### src/rtl/bus_arb_pkg.sv
// Shared types and width helpers for the round-robin bus arbiter.
package bus_arb_pkg;

  typedef logic [0:0] state_t;

  localparam state_t IDLE  = 1'b0;
  localparam state_t OWNED = 1'b1;

  // Reset value of the round-robin pointer, so requester 0 wins the first arbitration
  function automatic int unsigned rr_ptr_reset(input int unsigned num_req);
    return num_req - 1;
  endfunction

  function automatic int unsigned id_width(input int unsigned num_req);
    return (num_req < 2) ? 1 : $clog2(num_req);
  endfunction

  function automatic int unsigned cnt_width(input int unsigned max_hold);
    return $clog2(max_hold) + 1;
  endfunction

endpackage

### src/rtl/bus_arbiter_rr_pick.sv
// Combinational round-robin picker: first requester strictly after ptr, with wrap.
module rr_pick #(
  parameter int unsigned NUM_REQ = 4,
  parameter int unsigned ID_W    = 2
) (
  input  logic [NUM_REQ-1:0] req,
  input  logic [ID_W-1:0]    ptr,
  output logic [NUM_REQ-1:0] pick,
  output logic [ID_W-1:0]    pick_id,
  output logic               any
);

  // Upper pass covers indices above ptr, lower pass wraps to 0..ptr
  always_comb begin
    pick    = '0;
    pick_id = '0;
    any     = 1'b0;
    for (int unsigned j = 0; j < NUM_REQ; j++) begin
      if (!any && req[j] && (j > 32'(ptr))) begin
        any     = 1'b1;
        pick[j] = 1'b1;
        pick_id = ID_W'(j);
      end
    end
    for (int unsigned j = 0; j < NUM_REQ; j++) begin
      if (!any && req[j] && (j <= 32'(ptr))) begin
        any     = 1'b1;
        pick[j] = 1'b1;
        pick_id = ID_W'(j);
      end
    end
  end

endmodule

### src/rtl/bus_arbiter.sv
// Round-robin bus arbiter with capped multi-cycle tenures and BusMuxOut source mux.
// Optional: BUS_ARB_PRIORITY_EN gives requester 0 precedence at every arbitration point.
module bus_arbiter
  import bus_arb_pkg::*;
#(
  parameter int unsigned NUM_REQ    = 4,
  parameter int unsigned DATA_WIDTH = 32,
  parameter int unsigned MAX_HOLD   = 4
) (
  input  logic                          clk,
  input  logic                          clear,
  input  logic [NUM_REQ-1:0]            req,
  input  logic [NUM_REQ-1:0]            hold,
  input  logic [NUM_REQ*DATA_WIDTH-1:0] src_data,
  output logic [NUM_REQ-1:0]            grant,
  output logic                          grant_valid,
  output logic [id_width(NUM_REQ)-1:0]  grant_id,
  output logic [DATA_WIDTH-1:0]         BusMuxOut
);

  localparam int unsigned ID_W  = id_width(NUM_REQ);
  localparam int unsigned CNT_W = cnt_width(MAX_HOLD);
  localparam logic [ID_W-1:0]  RR_PTR_RESET = ID_W'(rr_ptr_reset(NUM_REQ));
  localparam logic [CNT_W-1:0] HOLD_LAST    = CNT_W'(MAX_HOLD - 1);

  state_t               state, state_n;
  logic [NUM_REQ-1:0]   grant_n;
  logic                 grant_valid_n;
  logic [ID_W-1:0]      grant_id_n;
  logic [CNT_W-1:0]     hold_cnt, hold_cnt_n;
  logic [ID_W-1:0]      rr_ptr, rr_ptr_n;

  logic [ID_W-1:0]      pick_ptr;
  logic [NUM_REQ-1:0]   pick;
  logic [ID_W-1:0]      pick_id;
  logic                 pick_any;
  logic [NUM_REQ-1:0]   win;
  logic [ID_W-1:0]      win_id;
  logic                 prio_win;
  logic                 rel_now;

  // At a release the search starts after the current owner, so it comes last
  assign pick_ptr = (state == OWNED) ? grant_id : rr_ptr;

  rr_pick #(
    .NUM_REQ (NUM_REQ),
    .ID_W    (ID_W)
  ) u_pick (
    .req     (req),
    .ptr     (pick_ptr),
    .pick    (pick),
    .pick_id (pick_id),
    .any     (pick_any)
  );

  // Next-state and next-grant decision
  always_comb begin
    state_n       = state;
    grant_n       = grant;
    grant_valid_n = grant_valid;
    grant_id_n    = grant_id;
    hold_cnt_n    = hold_cnt;
    rr_ptr_n      = rr_ptr;
    win           = pick;
    win_id        = pick_id;
    prio_win      = 1'b0;
`ifdef BUS_ARB_PRIORITY_EN
    if (req[0]) begin
      win      = NUM_REQ'(1);
      win_id   = '0;
      prio_win = 1'b1;
    end
`else
    prio_win = 1'b0;
`endif
    rel_now = !(|(req & grant)) || !(|(hold & grant)) || (hold_cnt == HOLD_LAST);

    case (state)
      IDLE: begin
        if (pick_any) begin
          state_n       = OWNED;
          grant_n       = win;
          grant_valid_n = 1'b1;
          grant_id_n    = win_id;
          hold_cnt_n    = '0;
        end
      end
      OWNED: begin
        if (rel_now) begin
          if (!prio_win) rr_ptr_n = grant_id;
          if (pick_any) begin
            grant_n       = win;
            grant_valid_n = 1'b1;
            grant_id_n    = win_id;
            hold_cnt_n    = '0;
          end else begin
            state_n       = IDLE;
            grant_n       = '0;
            grant_valid_n = 1'b0;
            grant_id_n    = '0;
            hold_cnt_n    = '0;
          end
        end else begin
          hold_cnt_n = hold_cnt + CNT_W'(1);
        end
      end
      default: begin
        state_n       = IDLE;
        grant_n       = '0;
        grant_valid_n = 1'b0;
        grant_id_n    = '0;
        hold_cnt_n    = '0;
      end
    endcase
  end

  always_ff @(posedge clk) begin
    if (!clear) begin
      state       <= IDLE;
      grant       <= '0;
      grant_valid <= 1'b0;
      grant_id    <= '0;
      hold_cnt    <= '0;
      rr_ptr      <= RR_PTR_RESET;
    end else begin
      state       <= state_n;
      grant       <= grant_n;
      grant_valid <= grant_valid_n;
      grant_id    <= grant_id_n;
      hold_cnt    <= hold_cnt_n;
      rr_ptr      <= rr_ptr_n;
    end
  end

  // Bus mux driven only by the registered one-hot grant; idle yields zero
  always_comb begin
    BusMuxOut = '0;
    for (int unsigned i = 0; i < NUM_REQ; i++) begin
      if (grant[i]) BusMuxOut = BusMuxOut | src_data[i*DATA_WIDTH +: DATA_WIDTH];
    end
  end

endmodule

### config.mk
export PLATFORM = sky130hd
export DESIGN_NAME = bus_arbiter
export DESIGN_NICKNAME = d
export VERILOG_FILES = /design/src/rtl/bus_arb_pkg.sv /design/src/rtl/bus_arbiter_rr_pick.sv /design/src/rtl/bus_arbiter.sv
export SDC_FILE = /design/constraint.sdc
export NUM_CORES = 1
export LEC_CHECK = 0
export ABC_AREA = 1
export CELL_PAD_IN_SITES_DETAIL_PLACEMENT = 0
export CELL_PAD_IN_SITES_GLOBAL_PLACEMENT = 1
export CORE_MARGIN = 3
export CORE_UTILIZATION = 14
export CTS_CLUSTER_DIAMETER = 60
export CTS_CLUSTER_SIZE = 24
export DETAILED_ROUTE_END_ITERATION = 16
export PLACE_DENSITY_LB_ADDON = 0.25
export SETUP_SLACK_MARGIN = 0.4
export SYNTH_ARGS = -nofsm -noshare
export SYNTH_HDL_FRONTEND = slang
export SYNTH_SLANG_ARGS = --single-unit
### constraint.sdc
create_clock -name clk -period 1.6 [get_ports clk]
set_clock_uncertainty 0.2 [all_clocks]
set_input_delay 0.32 -clock clk [delete_from_list [all_inputs] [get_ports clk]]
set_output_delay 0.32 -clock clk [all_outputs]
set_load 0.005 [all_outputs]
==> summary.txt, run 1 <==
Outcome
  • Status: finished, violations left
  • Failing checks: negative setup slack

Placed design
  • Area of placed instances: ~0.0038 sq mm
  • PortBufs: 176
  • DP HPWL: 7500 microns
  • Placer Congestion: 0.822
  • Setup WS pre-CTS: -0.407 ns

Logic synthesis
  • Synth area leaders: nand2_1 (40%), dfxtp_1 (17%), nand4_1 (14%)
  • Post-Syn Nets: 433
  • Sequential area share after synthesis: 16.6%
  • Synth area leader: nand2_1
  • Cell area after synthesis: ~0.0016 sq mm
  • Ys Warns: 0
  • Cell count after synthesis: 293
  • Yosys reg bits: 13
  • Top-area cell type share of the netlist area: 40.1%
  • Syn_area_per_cell: 5.34 sq um
  • Netlist cell types: 23

Floorplan
  • Horiz. Die Dim: 112 microns
  • Die ar.: 0.0125 sq mm
  • Starting Density: 14.8%
  • I/O pin count: 177
  • Core area: around 0.011 sq mm
  • Number of placement rows: 37
  • Die Y: approximately 110 microns

Setup path
  • FF-to-FF setup slack: -0.18 ns
  • R2R Path End: grant_id[0]$_SDFFE_PN0P_
  • CP Max Fanout: 5
  • Reg2reg start: state$_SDFF_PN0_
  • R2R cell count: 12
  • Crit path launch type: flop
  • CP Capture Type: output pin
  • Arrival time at the worst endpoint: 1.26 ns
  • Required @ worst endpoint: roughly 1.1 ns
  • Crit Path Class: reg -> out

Global route
  • Largest net degree at the start of global routing: 13
  • Number of global-route vias before repair: 3024
  • Initial antenna violation count: 0
  • Total gr overflow: 0
  • GRT Total Usage: 16.5%
  • First-pass GRT wire length: 16600 microns

Clocking
  • Clk buf depth: 2
  • Insertion delay to the later sink of the worst-skew pair: 0.25 ns
  • # clock sinks: 13
  • H-tree level count: 1
  • CTS buffer count: 3
  • Clock-pin slew on the worst setup and hold paths: around 0.060 ns
  • CTS tree: built
  • Clock Root Buffer: clkbuf_8

Hold path
  • WHS Path Cells: 2
  • Hold Path End: hold_cnt[2]$_SDFFE_PN0P_
  • Worst hold start: hold_cnt[2]$_SDFFE_PN0P_
  • Min-Delay Path Class: reg -> reg

Route
  • Initial drt markers: 106
  • Via count: slightly below 3000
  • Remaining antenna violation count after routing: 0
  • Drt total wl: 10800 microns
  • First-pass DRT Iterations: 4
  • Vias/cell: 4.33
  • DRC violations left: 0
  • Routed WL per cell: 15.9 microns

Timing
  • Final critical-path share of the clock period: 111%
  • Setup Viol. Count Final: 46
  • RSZ-0062 raised after global routing: true
  • Final slew viol count: 0
  • Slew HR: 76.3%
  • Fmax: 562 MHz
  • Final Hold Viols: 0
  • TNS Setup: -5.10 ns
  • Slew @ Worst Pin: about 0.35 ns
  • Setup WS post-layout: -0.179 ns
  • Period minus WS final: between 1.5 and 2 ns

Power and ir drop
  • Static leakage: ~2.2 nW
  • VDD IR max: between 300 and 400 uV
  • Power density over cell area: 490 mW/mm^2

Finish
  • Most common cell after layout, fill and taps aside: clkdlybuf4s50_1
  • P&R area growth vs syn: 212%
  • Fill count: 1061
  • Most frequent cells in the layout: clkdlybuf4s50_1 (135), nand2_1 (82), nand2_2 (72), buf_6 (44), nand4_1 (34)
  • N_diodes: 0
  • Post-route cell area: slightly below 0.005 sq mm
  • Nets: 681
  • Share of layout cells above drive strength 1: 46.7%

Flow run
  • Number of max-cap violations: 0
-- logic make-up (layout without fill, tap and decap cells) --
logic type	count (synthesis)	in the layout	share of synthesized area (%)
simple gates	227	227	65.8
buf+inv	34	281	9.44
compound gates	17	17	6.48
flops	13	13	16.6
fa+ha+maj	2	2	1.60
-- cells in the mapped netlist --
master,n
a21oi_1,11
a41oi_2,1
buf_2,4
buf_6,1
clkbuf_1,12
dfxtp_1,13
ha_1,2
inv_1,15
inv_2,1
inv_8,1
nand2_1,167
nand2_2,4
nand2_4,2
nand3_1,11
nand3_2,1
nand3_4,1
nand4_1,34
nand4_2,3
nor2_1,1
nor2_2,2
o211ai_1,2
o21ai_0,3
or2_2,1
-- metal layers --
layer  wire length [microns]  share of wire [%]  GRT usage (%)
met5                       0                  0              0
met4                     181                1.7           3.65
met3                     665                6.2           3.10
met2                    5660                 53           30.6
met1                    4250                 40           19.5
-- what timing repair did --
| item | CTS | global route |
|---|---|---|
| cloned | 8 | 0 |
| setup buffers | 37 | 8 |
| hold endpoints to repair | 0 | 0 |
| pin swaps | 37 | 31 |
| hold buffers | 0 | 0 |
| resized for setup | 291 | 57 |
| endpoints found under the setup margin | 52 | 52 |
-- final cells by class --
type,instances,area [sq um],area share (%)
multi-input combinational,246,1570,32.2
sequential,13,283,5.79
timing repair buffer,260,2730,56.0
tap,136,170,3.49
inverter,17,78.8,1.62
clock buffer,4,45.0,0.923
-- worst max-delay path: stages (launching register included) --
cell	delay (ns)
dfxtp_4	0.38
buf_6	0.13
buf_16	0.13
buf_6	0.12
nand2_2	0.04
nand4_1	0.06
buf_2	0.14
-- through the flow --
stage	power, W	utilization, %	cells	hold slack (ns)
after floorplan	0.000850	-	293	0.213
after global placement	0.00168	35.8	619	0.253
after detailed placement	0.00168	35.8	619	0.264
after CTS	0.00230	43.3	668	0.274
after global routing	0.00253	46.0	676	0.287
final	0.00239	46.0	676	0.274
-- report_power, final --
group / internal, W / switching, W / total, W / leakage, nW
Combinational: 0.00102 / 0.000653 / 0.00168 / 2.03
Sequential: 0.000355 / 0.0000458 / 0.000400 / 0.111
Clock: 0.000177 / 0.000138 / 0.000315 / 0.0228
Total: 0.00155 / 0.000837 / 0.00239 / 2.16
-- flip-flops by register name, indices dropped and copies added (netlist names) --
name         cells
rr_ptr           2
grant            4
state            1
hold_cnt         3
grant_id         2
grant_valid      1
-- worst max path at each step --
stage / slack [ns] / start / to
2_1_floorplan: 0.03 / state$_SDFF_PN0_ / grant_id[1]$_SDFFE_PN0P_
3_3_place_gp: -0.41 / src_data[54] / BusMuxOut[22]
3_5_place_dp: -0.41 / src_data[54] / BusMuxOut[22]
4_1_cts: -0.18 / grant[2]$_SDFFE_PN0P_ / BusMuxOut[7]
5_1_grt: -0.30 / state$_SDFF_PN0_ / grant[2]$_SDFFE_PN0P_
6_report: -0.18 / grant[2]$_SDFFE_PN0P_ / BusMuxOut[5]
No activity file was read; power rests on OpenSTA's default activity.
==> run 2: changes to the inputs <==
Settings changed: CORE_ASPECT_RATIO from default to 0.9, CORE_MARGIN 3 to default, REMOVE_ABC_BUFFERS from default to 1.
==> run 2 against run 1 <==
Compared with the run above:
- the flow still finishes with violations (negative setup slack)
- clock-buffer cell count is the same
- register-to-register slack is essentially flat
- fmax is essentially flat
- power grew 7.0%
- die area shrank 7.0%
- non-clock buffer count is the same
- worst hold slack lost 0.017 ns
- cell area grew 0.23%
- sequential power is essentially flat
- sequential cell count is the same
- critical path type unchanged
- critical endpoint is now BusMuxOut[26]
- largest cell class unchanged
==> summary.txt, run 2 (synthesized netlist as in run 1, its figures left out) <==
Timing
  • Slew HR: 73.4%
  • Period minus WS final: 1.78 ns
  • Setup Viol. Count Final: between 40 and 50
  • Fmax: 563 MHz
  • Slew @ Worst Pin: approximately 0.40 ns
  • Final critical-path share of the clock period: 111%
  • Setup WS post-layout: -0.177 ns
  • Final hold slack: 0.257 ns
  • Final slew viol count: 0
  • RSZ-0062 raised after global routing: true
  • Final Hold Viols: 0

Clocking
  • # clock sinks: 13
  • Hold_buf cts: 0
  • CTS buffer count: 3
  • CTS tree: built
  • Clock Root Buffer: clkbuf_16
  • Clk buf depth: 2
  • Clock-pin slew on the worst setup and hold paths: 0.05 ns
  • H-tree level count: 1
  • Insertion delay to the later sink of the worst-skew pair: 0.24 ns

Finish
  • Most frequent cells in the layout: clkdlybuf4s50_1 (137), nand2_1 (94), nand2_2 (67), buf_6 (39), nand4_1 (34)
  • P&R area growth vs syn: 213%
  • Fin util: 45.1%
  • Max reg flops: 4
  • Most common cell after layout, fill and taps aside: clkdlybuf4s50_1
  • Biggest register: grant
  • Post-route cell area: ~0.0049 sq mm
  • Fill count: 1086
  • Share of layout cells above drive strength 1: 44.6%
  • Biggest regs: grant (4), hold_cnt (3)
  • Nets: 681
  • N_diodes: 0

Route
  • DRC violations left: 0
  • First-pass DRT Iterations: 6
  • Via count: 2901
  • Drt total wl: 10900 microns
  • Initial drt markers: 92
  • Vias/cell: 4.19
  • Routed WL per cell: 15.8 microns
  • Remaining antenna violation count after routing: 0

Power and ir drop
  • Power density over cell area: roughly 520 mW/mm^2
  • VDD IR max: 567 uV
  • Power, Total: 0.00256 W
  • Static leakage: 2.13 nW

Floorplan
  • Horiz. Die Dim: around 110 microns
  • Number of placement rows: 36
  • Die Y: between 100 and 150 microns
  • I/O pin count: 177
  • Die ar.: 0.0116 sq mm
  • Starting Density: approximately 14%
  • Core area: 0.0109 sq mm

Setup path
  • Required @ worst endpoint: 1.08 ns
  • Arrival time at the worst endpoint: 1.26 ns
  • Crit path launch type: flop
  • CP Max Fanout: 5
  • Critical Path Start: grant[1]$_SDFFE_PN0P_
  • Reg2reg start: state$_SDFF_PN0_
  • CP Capture Type: output pin
  • Crit Path Class: reg -> out

Placed design
  • Area of placed instances: 0.00377 sq mm
  • PortBufs: 176
  • DP HPWL: 7540 microns
  • Placer Congestion: 0.748

Global route
  • First-pass GRT wire length: 15300 microns
  • GRT Total Usage: 17.3%
  • Total gr overflow: 0
  • Largest net degree at the start of global routing: 11
  • Number of global-route vias before repair: 2680
  • Initial antenna violation count: 0

Outcome
  • Status: finished, violations left
  • Failing checks: negative setup slack

Hold path
  • Min-Delay Path Class: reg -> reg
  • Worst hold start: hold_cnt[2]$_SDFFE_PN0P_

Flow run
  • Number of max-cap violations: 0
-- run 2: cell types whose count changed in the layout (fill, tap and decap cells not counted), moves of 5 or more --
cell	change
nand2_4	-7
nand2_2	-5
nand2_1	+12
buf_6	-5
-- run 2: final timing paths --
check	slack, ns	cells past startpoint	to
hold / removal	0.26	2	hold_cnt[2]$_SDFFE_PN0P_
hold reg to reg	0.26	2	hold_cnt[2]$_SDFFE_PN0P_
setup reg to reg	-0.17	12	grant_id[1]$_SDFFE_PN0P_
setup / recovery	-0.18	6	BusMuxOut[26]
-- run 2: power breakdown --
group | switching (W) | internal (W)
registers | 0.0000474 | 0.000356
logic | 0.000648 | 0.00104
clock network | 0.000135 | 0.000336
-- run 2: area by class of cell --
cell class / count / area, sq um / area share, %
well taps: 152 / 190 / 3.89
inverters: 17 / 76.3 / 1.56
clock buffers: 4 / 78.8 / 1.61
multi-input cells: 246 / 1500 / 30.7
flip-flops and latches: 13 / 280 / 5.73
repair buffers: 260 / 2760 / 56.5
-- run 2: per-layer routing --
| metal | wire length, microns | GRT usage, % |
|---|---|---|
| met1 | 4440 | 20.7 |
| met2 | 5750 | 32.9 |
| met3 | 705 | 4.03 |
| met5 | 0 | 0 |
| met4 | 8 | 0.709 |
-- run 2: repair_timing --
item	CTS	global route
gates cloned	11	0
setup buffers	28	13
gates resized for setup	268	62
hold endpoints to repair	0	0
pin swaps	44	36
setup endpoints to repair	52	52
-- run 2: metrics by stage --
step,instances,TNS (ns),worst slack (ns)
finish,692,-5.49,-0.177
CTS,679,-4.78,-0.160
global route,692,-8.41,-0.265
global placement,636,-15.80,-0.445
detailed placement,636,-16.16,-0.440
floorplan,276,-4.13,-0.462
-- run 2: worst max-delay path, stage by stage (launching register included) --
cell and delay, ns:
dfxtp_4 0.39, buf_6 0.13, buf_12 0.12, buf_12 0.12, nand2_2 0.04, nand4_1 0.08, buf_2 0.14
==> run 3: changes to the inputs <==
Settings changed: CORE_UTILIZATION 14 to 33, DONT_BUFFER_PORTS from default to 1, SKIP_LAST_GASP from default to 1.
==> run 3 against run 2 <==
Compared with the run above:
- the flow still finishes with violations (negative setup slack)
- clock power is 38% lower
- sequential share of layout area is 4.3 points higher
- sequential power decreased by 1%
- core utilization up 18 points
- via count shrank 23%
- wire length shrank 34%
- fmax grew 1.6%
- non-clock buffer count decreased by 206
- combinational power down 43%
- critical endpoint is now hold_cnt[0]$_SDFFE_PN0P_
==> summary.txt, run 3 (synthesized netlist as in run 1, its figures left out) <==
Route
  • Drt total wl: 7210 microns
  • Remaining antenna violation count after routing: 0
  • Vias/cell: 5.64
  • First-pass DRT Iterations: 4
  • Initial drt markers: between 100 and 150
  • Via count: 2232
  • DRC violations left: 0
  • Routed WL per cell: 18.2 microns

Clocking
  • Clock Root Buffer: clkbuf_8
  • Clk buf depth: 2
  • H-tree level count: 1
  • Clock-pin slew on the worst setup and hold paths: 0.05 ns
  • CTS tree: built
  • CTS buffer count: 3
  • # clock sinks: 13
  • Insertion delay to the later sink of the worst-skew pair: 0.24 ns

Finish
  • P&R area growth vs syn: 80.3%
  • Max reg flops: 4
  • N_diodes: 0
  • Most common cell after layout, fill and taps aside: nand2_1
  • Most frequent cells in the layout: nand2_1 (100), nand2_2 (47), nand4_1 (34), nand2_4 (26), buf_4 (18)
  • Share of layout cells above drive strength 1: 47.9%
  • Fill count: 405
  • Multi-input gate area: 0.00155 sq mm
  • Nets: 475
  • Fin util: approximately 63%
  • Final Non-Filler Cells: 396
  • Biggest register: grant
  • FF+latch area: 284 sq um
  • Biggest regs: grant (4), hold_cnt (3)
  • Post-route cell area: 0.00282 sq mm

Hold path
  • WHS Path Cells: 2
  • Hold Path End: hold_cnt[0]$_SDFFE_PN0P_
  • Worst hold start: clear
  • Min-Delay Path Class: in -> reg

Flow run
  • Number of max-cap violations: 0

Timing
  • Setup WS post-layout: -0.150 ns
  • Fmax: 571 MHz
  • Setup Viol. Count Final: 15
  • Final critical-path share of the clock period: 109%
  • Slew HR: around 80%
  • Final slew viol count: 0
  • Final Hold Viols: 0
  • RSZ-0062 raised after global routing: true
  • Slew @ Worst Pin: 0.304 ns
  • Period minus WS final: approximately 1.8 ns

Power and ir drop
  • Power density over cell area: 584 mW/mm^2
  • Power, Total: about 0.0016 W
  • VDD IR max: 525 uV
  • Static leakage: 1.30 nW

Placed design
  • PortBufs: 0
  • DP HPWL: 4900 microns
  • Placer Congestion: 0.852
  • Area of placed instances: 0.00180 sq mm
  • Dpl cells: 366
  • Setup WS pre-CTS: -0.151 ns

Global route
  • GRT Total Usage: 25.0%
  • First-pass GRT wire length: 9340 microns
  • Total gr overflow: 0
  • Number of global-route vias before repair: 1837
  • Largest net degree at the start of global routing: 22
  • Initial antenna violation count: 0

Floorplan
  • Die Y: about 67 microns
  • Starting Density: between 30% and 40%
  • Die ar.: 0.00502 sq mm
  • Core area: 0.00449 sq mm
  • I/O pin count: ~180
  • Horiz. Die Dim: 74.6 microns
  • Number of placement rows: 23

Setup path
  • Required @ worst endpoint: 1.56 ns
  • CP Capture Type: flop
  • CP Cell Sequence: ha_4 > ha_4 > a41oi_4 > nand3_2 > buf_6 > inv_2 > o21ai_0 > a21oi_1
  • Crit path launch type: flop
  • Reg2reg start: hold_cnt[0]$_SDFFE_PN0P_
  • R2R Path End: hold_cnt[0]$_SDFFE_PN0P_
  • Slowest-stage cell, CP: dfxtp_2
  • Crit path top cell by count: ha_4
  • Arrival time at the worst endpoint: 1.71 ns
  • FF-to-FF setup slack: -0.15 ns
  • R2R cell count: 8
  • Crit Path Class: reg -> reg
  • CP Max Fanout: 4
  • Critical Path Max Stage Delay: 0.33 ns

Outcome
  • Failing checks: negative setup slack
  • Status: finished, violations left
-- run 3: cell count changes in the layout (fill, tap and decap cells not counted), moves of 3 or more --
cell and delta:
nand2_2 -20, clkbuf_8 +3, a21oi_2 -4, nand3_1 +3, nand2_1 +6, buf_4 -7, clkbuf_16 -3, clkdlybuf4s50_1 -137
nand2_4 +14, buf_6 -27, a21oi_1 +4, buf_2 -30
-- run 3: layout make-up --
type	count	share of cell area, %
Clock buffer	4	1.60
Inverter	17	2.53
Multi-Input combinational cell	246	54.9
Sequential cell	13	10.1
Tap cell	62	2.75
Timing Repair Buffer	54	28.1
-- run 3: timing repair --
action	CTS	global route
gates resized for setup	93	68
gates cloned	10	0
pin swaps	28	37
hold endpoints to repair	4	4
setup buffers	11	4
endpoints found under the setup margin	51	51
-- run 3: where the power goes --
| part | internal, W | total (W) | leakage [nW] | switching (W) |
|---|---|---|---|---|
| clock | 0.000176 | 0.000293 | 0.0228 | 0.000117 |
| sequential | 0.000355 | 0.000399 | 0.112 | 0.0000443 |
| combinational | 0.000486 | 0.000953 | 1.16 | 0.000467 |
-- run 3: routing by layer --
layer	track usage, %	share of wire (%)	vias up
met4	8.25	1.7	0
met5	0	0	-
met2	42.6	52	121
met3	4.18	7.7	13
li1	-	-	1045
met1	32.0	39	1053
-- run 3: worst max-delay path by stage --
stage	from	slack (ns)	endpoint	cells past startpoint
2_1_floorplan	grant[3]$_SDFFE_PN0P_	-0.46	hold_cnt[2]$_SDFFE_PN0P_	5
3_3_place_gp	hold_cnt[0]$_SDFFE_PN0P_	-0.20	hold_cnt[0]$_SDFFE_PN0P_	8
4_1_cts	hold_cnt[0]$_SDFFE_PN0P_	-0.1	hold_cnt[2]$_SDFFE_PN0P_	6
5_1_grt	state$_SDFF_PN0_	-0.29	grant_id[1]$_SDFFE_PN0P_	12
3_5_place_dp	hold_cnt[0]$_SDFFE_PN0P_	-0.15	hold_cnt[0]$_SDFFE_PN0P_	8
6_report	hold_cnt[0]$_SDFFE_PN0P_	-0.15	hold_cnt[0]$_SDFFE_PN0P_	8
-- run 3: critical path, delay by kind of cell, from the launching register on --
family                     cells  cell delay [ns]
AOI/OAI and AO/OA              3             0.45
DFF                            1             0.33
adders and majority gates      2             0.32
buffers and inverters          2             0.21
and+or+nand+nor                1             0.15
-- run 3: metrics by stage --
stage | hold WS [ns] | TNS [ns]
after floorplan | 0.218 | -4.13
after detailed placement | 0.224 | -1.38
after CTS | -0.0268 | -1.01
final | 0.0588 | -1.27
after global routing | 0.0772 | -3.40
after global placement | 0.224 | -1.65
